File: config.mk
export PLATFORM = sky130hd
export DESIGN_NAME = tube_host_regs
export DESIGN_NICKNAME = d
export VERILOG_FILES = /design/src/rtl/tube_pkg.sv /design/src/rtl/tube_clr_pulse.sv /design/src/rtl/tube_host_regs.sv
export SDC_FILE = /design/constraint.sdc
export NUM_CORES = 1
export LEC_CHECK = 0
export ABC_CLOCK_PERIOD_IN_PS = 1900
export CAP_MARGIN = 0
export CORE_UTILIZATION = 54
export DETAILED_ROUTE_END_ITERATION = 10
export DONT_BUFFER_PORTS = 1
export GPL_ROUTABILITY_DRIVEN = 0
export PLACE_DENSITY = 0.77
export SKIP_CTS_REPAIR_TIMING = 1
export SLEW_MARGIN = 15
export SYNTH_ARGS = -nofsm -noshare
export SYNTH_HDL_FRONTEND = slang
export SYNTH_SLANG_ARGS = --single-unit
File: constraint.sdc
create_clock -name h_phi2 -period 1.9 [get_ports h_phi2]
set_input_delay 0.57 -clock h_phi2 [delete_from_list [all_inputs] [get_ports h_phi2]]
set_output_delay 0.57 -clock h_phi2 [all_outputs]
set_load 0.02 [all_outputs]
File: src/rtl/tube_pkg.sv
// Shared constants for the tube host register block: flag bit positions,
// host address map and clear-pulse timing.
package tube_pkg;

    localparam int FLAG_Q    = 0;
    localparam int FLAG_I    = 1;
    localparam int FLAG_J    = 2;
    localparam int FLAG_M    = 3;
    localparam int FLAG_V    = 4;
    localparam int FLAG_P    = 5;
    localparam int FLAG_T    = 6;
    localparam int NUM_FLAGS = 7;

    // Even addresses are status/control, odd addresses are FIFO data ports.
    localparam logic [2:0] ADDR_CTRL     = 3'd0;
    localparam int         ADDR_DATA_BIT = 0;
    localparam logic [5:0] STATUS_PAD    = 6'h3F;

    localparam int                    CLR_CYCLES = 4;
    localparam int                    CLR_CNT_W  = 2;
    localparam logic [CLR_CNT_W-1:0]  CLR_LOAD   = CLR_CNT_W'(CLR_CYCLES - 1);

    typedef logic [NUM_FLAGS-2:0] stored_flags_t;

endpackage

File: src/rtl/tube_clr_pulse.sv
// FIFO clear pulse generator: holds clr_b low for CLR_CYCLES clocks after
// start; a new start during a clear restarts the count.
//
//  state    | meaning
//  ST_IDLE  | clr_b high, waiting for start
//  ST_CLEAR | clr_b low, down-counter running to terminal count 0
module tube_clr_pulse
    import tube_pkg::*;
(
    input  logic clk,
    input  logic rst_b,
    input  logic start,
    output logic clr_b
);

    localparam logic ST_IDLE  = 1'b0;
    localparam logic ST_CLEAR = 1'b1;

    logic                 state;
    logic [CLR_CNT_W-1:0] cnt;

    always_ff @(posedge clk or negedge rst_b) begin
        if (!rst_b) begin
            state <= ST_IDLE;
            cnt   <= '0;
        end else if (start) begin
            state <= ST_CLEAR;
            cnt   <= CLR_LOAD;
        end else if (state == ST_CLEAR) begin
            if (cnt == '0)
                state <= ST_IDLE;
            else
                cnt <= cnt - 1'b1;
        end
    end

    assign clr_b = (state == ST_IDLE);

endmodule

File: src/rtl/tube_host_regs.sv
// Host-side register interface of the tube: access decode, FIFO strobes,
// control flags, status readback, FIFO clear and host interrupt.
module tube_host_regs
    import tube_pkg::*;
(
    input  logic       h_phi2,
    input  logic       h_rst_b,
    input  logic       h_cs_b,
    input  logic       h_rdnw,
    input  logic [2:0] h_addr,
    input  logic [7:0] h_din,
    output logic [7:0] h_dout,
    input  logic [7:0] ph_h_data,
    input  logic [3:0] ph_h_data_available,
    input  logic       ph_h_zero_bytes_available,
    input  logic [3:0] hp_h_not_full,
    output logic [3:0] h_selectData,
    output logic       h_rd,
    output logic       h_wr,
    output logic [6:0] flags,
    output logic       one_byte_mode,
    output logic       fifo_clr_b,
    output logic       p_rst_req,
    output logic       h_irq_b
);

    logic          access;
    logic          new_access;
    logic          data_port;
    logic [1:0]    sel_idx;
    logic          prev_access;
    logic [2:0]    prev_addr;
    logic          prev_rdnw;
    stored_flags_t flag_q;
    stored_flags_t flag_next;
    logic          flag_wr;
    logic          clr_start;
    logic [7:0]    status_byte;
    logic          unused_debug;

    assign unused_debug = ph_h_zero_bytes_available;

    assign access     = ~h_cs_b;
    assign new_access = access & ~(prev_access & (prev_addr == h_addr) & (prev_rdnw == h_rdnw));
    assign data_port  = h_addr[ADDR_DATA_BIT];
    assign sel_idx    = h_addr[2:1];

    assign h_rd = new_access &  h_rdnw & data_port & fifo_clr_b;
    assign h_wr = new_access & ~h_rdnw & data_port & fifo_clr_b;

    always_comb begin
        h_selectData = '0;
        if (access && data_port)
            h_selectData[sel_idx] = 1'b1;
    end

    assign status_byte = {ph_h_data_available[sel_idx], hp_h_not_full[sel_idx],
                          (h_addr == ADDR_CTRL) ? flag_q : STATUS_PAD};

    always_comb begin
        h_dout = 8'hFF;
        if (access && h_rdnw)
            h_dout = data_port ? ph_h_data : status_byte;
    end

    assign flag_wr = access & ~h_rdnw & (h_addr == ADDR_CTRL);

    always_comb begin
        flag_next = flag_q;
        if (flag_wr) begin
            if (h_din[7])
                flag_next = flag_q | h_din[FLAG_P:FLAG_Q];
            else
                flag_next = flag_q & ~h_din[FLAG_P:FLAG_Q];
        end
    end

    // T is never stored: setting it launches the clear pulse on the same edge.
    assign clr_start = flag_wr & h_din[7] & h_din[FLAG_T];

    always_ff @(posedge h_phi2 or negedge h_rst_b) begin
        if (!h_rst_b) begin
            prev_access <= 1'b0;
            prev_addr   <= '0;
            prev_rdnw   <= 1'b0;
            flag_q      <= '0;
            h_irq_b     <= 1'b1;
        end else begin
            prev_access <= access;
            prev_addr   <= h_addr;
            prev_rdnw   <= h_rdnw;
            flag_q      <= flag_next;
            // Uses the post-write Q so a same-cycle clear suppresses the IRQ.
            h_irq_b     <= ~(flag_next[FLAG_Q] & ph_h_data_available[3]);
        end
    end

    tube_clr_pulse u_clr_pulse (
        .clk   (h_phi2),
        .rst_b (h_rst_b),
        .start (clr_start),
        .clr_b (fifo_clr_b)
    );

    assign flags         = {1'b0, flag_q};
    assign one_byte_mode = flag_q[FLAG_V];
    assign p_rst_req     = ~h_rst_b | flag_q[FLAG_P] | ~fifo_clr_b;

endmodule

# == Word level (Yosys, flattened, before mapping) ==
# Index checks and enable logic that the tools add are counted.
# classes
order_cmp,2
bitwise,25
n_eq_ne,3
n_addsub,1
mux,18
reduce_logical,7
# op_table
op,count
$mux 8,2
$and 1x1->1,14
$mux 6,2
$mux 1,7
$and 6x6->6,1
$mux 2,3
$not 1->1,6
$not 6->6,1
$or 6x6->6,1
$bmux 1 s2,2
$mux 4,1
$eq 3x3->1,1
$logic_and 1x1->1,3
$logic_not 3->1,1
$lt 2x3->1 const B,1
$demux 1 s2,1
$ge 2x1->1 const B,1
$logic_not 2->1,1
$ne 2x2->1 const B,1
$or 1x1->1,2
$reduce_and 2->1,1
$reduce_bool 2->1,1
$sub 2x1->2 const B,1
$eq 1x1->1,1
# word_totals
inputBits,32
word_cells,64
out_inout_bits,25
reg_bits,15

# == Longest topological paths before layout ==
# logic_depth
word_depth,8
ltp_mapped,5
depth_no_buf,5

# == Cells and area by module ==
# A second synthesis with hierarchy kept.
# hier_totals
cells_unflattened,90
hier_area_um2,965.9
# by_module_without_submodules
mod,cells_per_inst,seq_area_each_um2,instances,area_each_um2
tube_host_regs,76,301.5,1,808.3
tube_clr_pulse,14,75.1,1,157.7

# == Least setup slack after synthesis ==
# Ideal clock, no wire load.
# synth_timing
path_type,input port to output port
start,input port h_addr[2]
end,output port h_wr
setup_slack_ns,-0.238
t_required_ns,1.330
path_buffers,1
arrival_time_ns,1.568
cell_stages,4
cell_sequence,buf_2 > xor2_1 > nor4_1 > nor4_1
# synth_via
elab_chain_len,8
# synth_lines
item,line_no,text
start: declaration,tube_host_regs.sv:10,"input logic [2:0] h_addr,"
$eq 3x3->1,tube_host_regs.sv:44,assign new_access = access & ~(prev_access & (prev_addr == h_addr) & (prev_rdnw == h_rdnw));
$and 1x1->1 (2 in series),tube_host_regs.sv:44,
$not 1->1,tube_host_regs.sv:44,
$and 1x1->1,tube_host_regs.sv:44,
$and 1x1->1 (3 in series),tube_host_regs.sv:49,assign h_wr = new_access & ~h_rdnw & data_port & fifo_clr_b;
end: declaration,tube_host_regs.sv:19,"output logic h_wr,"
# Every way passes these cells.

# == Final worst setup path ==
# layout_timing
start,register prev_rdnw
end,output port h_wr
# layout_via
elab_chain_len,7
# layout_lines
item,line_no,text
start: declaration,tube_host_regs.sv:33,logic prev_rdnw;
start signal: assignment,tube_host_regs.sv:91,prev_rdnw <= h_rdnw;
$eq 1x1->1,tube_host_regs.sv:44,
$and 1x1->1,tube_host_regs.sv:44,
$not 1->1,tube_host_regs.sv:44,
$and 1x1->1,tube_host_regs.sv:44,
$and 1x1->1 (3 in series),tube_host_regs.sv:49,
# Every way passes these cells.

==> out/results.md <==
| Parameter | Reported | Unit |
|:---|:---|:---|
| Clock tree from TritonCTS | done | - |
| Post-synthesis instance area | 917 | um^2 |
| Crit path kind | flop to output port | - |
| RSZ-0062 raised after global routing | yes | - |
| Maximum number of pins on one net before global-route repair | 20 | - |
| Filler Cells Inserted | 126 | - |
| Worst-path clk slew | 0.09 | ns |
| Area taken by flip-flops and latches | 377 | um^2 |
| Wire length of the first global-routing pass | 3.05 | mm |
| Total of warnings raised by yosys | 0 | - |
| Most common cell after layout, fill and taps aside | dfrtp_1 | - |
| Relative slew slack | 58.7 | % |
| Synthesis-to-layout area growth | 12.7 | % |
| Final period utilization | 105 | % |
| Initial antenna violation count | 0 | - |
| Via count of the first global-routing pass | 715 | - |
| Number of primary I/O pins | 57 | - |
| Flop and latch count out of synthesis | 15 | - |
| Clk root buf | clkbuf_4 | - |
| Hold Path Class | primary input to async pin | - |
| Die outline area | 1870 | um^2 |
| Highest Clock Rate | 0.501 | GHz |
| Final Critical Period | 1.99 | ns |
| Cell repeated most along the worst path | nor4_2 | - |
| Sort of element at the start of the critical path | flop | - |
| Diode count | 0 | - |
| Static leakage power | 0.000429 | uW |
| Core area | 1540 | um^2 |
| Final number of setup-violating endpoints | 3 | - |
| Library cells used by synthesis | 30 | - |
| Cells after Synth | 94 | - |
| Violations in the final reports | negative setup slack | - |
| Later-pin clock latency in the skew report | 0.28 | ns |
| Horizontal extent of the die | 43.2 | um |
| Max-Cap Viols | 0 | - |
| Count of routing violations after the opening detailed-route iteration | 9 | - |
| Clock tree skew after final layout | 0.000278 | ns |
| Row cnt | 14 | - |
| Total Wirelength | 1.93 | mm |
| Largest stage delay, worst path | 0.38 | ns |
| Total Routing Usage GR | 22.2 | % |
| Number of max-slew violations in the final report | 0 | - |
| Minimum setup slack in the final design | -0.0945 | ns |
| Most frequent cells in the layout | dfrtp_1, nand2_1, nor2b_1, nor3_2, mux2_1 | - |
| Chip Height | 43.2 | um |
| List of cells traversed by the critical path | xor2_1 -> nor4_2 -> nor4_2 -> buf_4 | - |
| First-pass iteration count of the detailed router | 4 | - |
| Final Net Count | 130 | - |
| Per-cell routed wire length | 17.2 | um |
| Worst ir drop on vdd | 613 | uV |
| Max clock buf depth | 2 | - |
| Nets in the synthesized netlist | 127 | - |
| Cell type of the slowest stage on the worst timing path | dfrtp_1 | - |
| Total CTS buffers | 3 | - |
| Clock tree sinks | 15 | - |
| Number of nets with antenna violations after detailed routing | 0 | - |
| Cell area power density | 798 | nW/um^2 |
| Starting density of the core | 59.5 | % |
| Number of buffer cells added on primary ports | 0 | - |
| Layout cells sized above 1 | 33.3 | % |
| Multi-input gate area | 547 | um^2 |
| Post-DR vias/cell | 6.29 | - |
| Transition time at the pin with the least slew margin | 0.618 | ns |
| WHS | 0.118 | ns |
| CP Capture Type | output port | - |
| Mean area per synthesized cell | 9.76 | um^2 |
| Peak fanout along the critical path | 2 | - |
| Worst Path Required | 1.33 | ns |
| Final cell utilization of the core | 67.0 | % |
| Detail Placement HPWL | 1.47 | mm |
| DRC Markers | 0 | - |
| Seq/Total Area, Yosys | 41.1 | % |
| Critical path arrival | 1.42 | ns |
| Final global-route overflow total | 0 | - |
| Via count | 704 | - |
| Number of hold-slack violations in the final timing report | 0 | - |
| Level count of the clock H-tree | 1 | - |
| Outcome | finished with violations | - |
## power breakdown
part / total (uW) / internal [uW] / switching [uW]
combinational: 188 / 85.6 / 103
clock: 179 / 78.2 / 101
sequential: 458 / 375 / 82.9
## through the flow
step,instance area (um^2),instances,setup WS (ns),setup TNS [ns],total power [uW]
CTS,1020,111,-0.151,-0.312,830
global route,1030,112,-0.153,-0.344,873
finish,1030,112,-0.0945,-0.183,825
floorplan,1000,94,-0.0827,-0.260,630
global placement,996,107,-0.00147,-0.00147,630
detailed placement,996,107,-0.0506,-0.122,646
## cells by family after synthesis
family,Yosys count,synth area share (%)
compound gates,7,4.09
xor+xnor,4,3.82
fa+ha+maj,1,1.36
buf+inv,12,7.77
flops,15,41.1
mux,11,15.7
other cells,1,0.409
simple gates,43,25.8
## final timing paths
kind / startpoint / endpoint / slack [ns] / depth (start not counted)
min in group h_phi2: h_rdnw / prev_rdnw / 0.31 / 0
min reg2reg: u_clr_pulse.cnt[1] / u_clr_pulse.cnt[1] / 0.51 / 2
max: prev_rdnw / h_wr / -0.09 / 4
max reg2reg: u_clr_pulse.cnt[0] / u_clr_pulse.cnt[0] / 0.78 / 5
min: h_rst_b / h_irq_b / 0.12 / 0
max in group asynchronous: h_rst_b / prev_addr[0] / 0.77 / 1
## layout make-up
class                           instances  area share [%]
Multi-Input combinational cell         67            52.9
Clock buffer                            3            2.18
Sequential cell                        15            36.4
Clock inverter                          1           0.484
Tap cell                               16            1.94
Inverter                                4            1.45
Timing Repair Buffer                    6            4.60
## synthesized netlist by cell type
cell	instances	area [um^2]
nand2b_1	1	6.26
dfrtp_1	14	350
nor2_1	2	7.51
ha_1	1	12.5
o21ai_1	6	30.0
nand3_1	5	25.0
nor3_4	1	16.3
nor3b_1	2	15.0
nor2_2	1	6.26
mux2_1	7	78.8
nor4_1	2	12.5
buf_2	3	15.0
nand4_1	1	6.26
nor2b_1	7	43.8
mux4_2	2	45.0
or2_1	1	6.26
buf_4	2	15.0
o211ai_1	1	7.51
clkbuf_1	1	3.75
xnor2_1	1	8.76
conb_1	1	3.75
nor3_1	7	35.0
inv_1	4	15.0
nand2_1	11	41.3
mux2i_1	2	20.0
and3_1	1	6.26
xor2_1	3	26.3
dfstp_2	1	26.3
buf_6	2	22.5
and4_1	1	8.76
## per-layer routing
metal	part of all wire, %	up-vias	GRT usage, %
li1	-	324	-
met4	0.88	0	10.3
met5	0	-	0
met1	40	338	25.2
met2	49	40	37.3
met3	10	2	7.23
## worst max-delay path: cells and delay by family, from the launching register on
family        cells  cell delay [ns]
flops             1             0.38
xor+xnor          1             0.15
simple gates      2             0.45
buf+inv           1             0.17
Note: power is estimated with default switching activity, not from simulation.
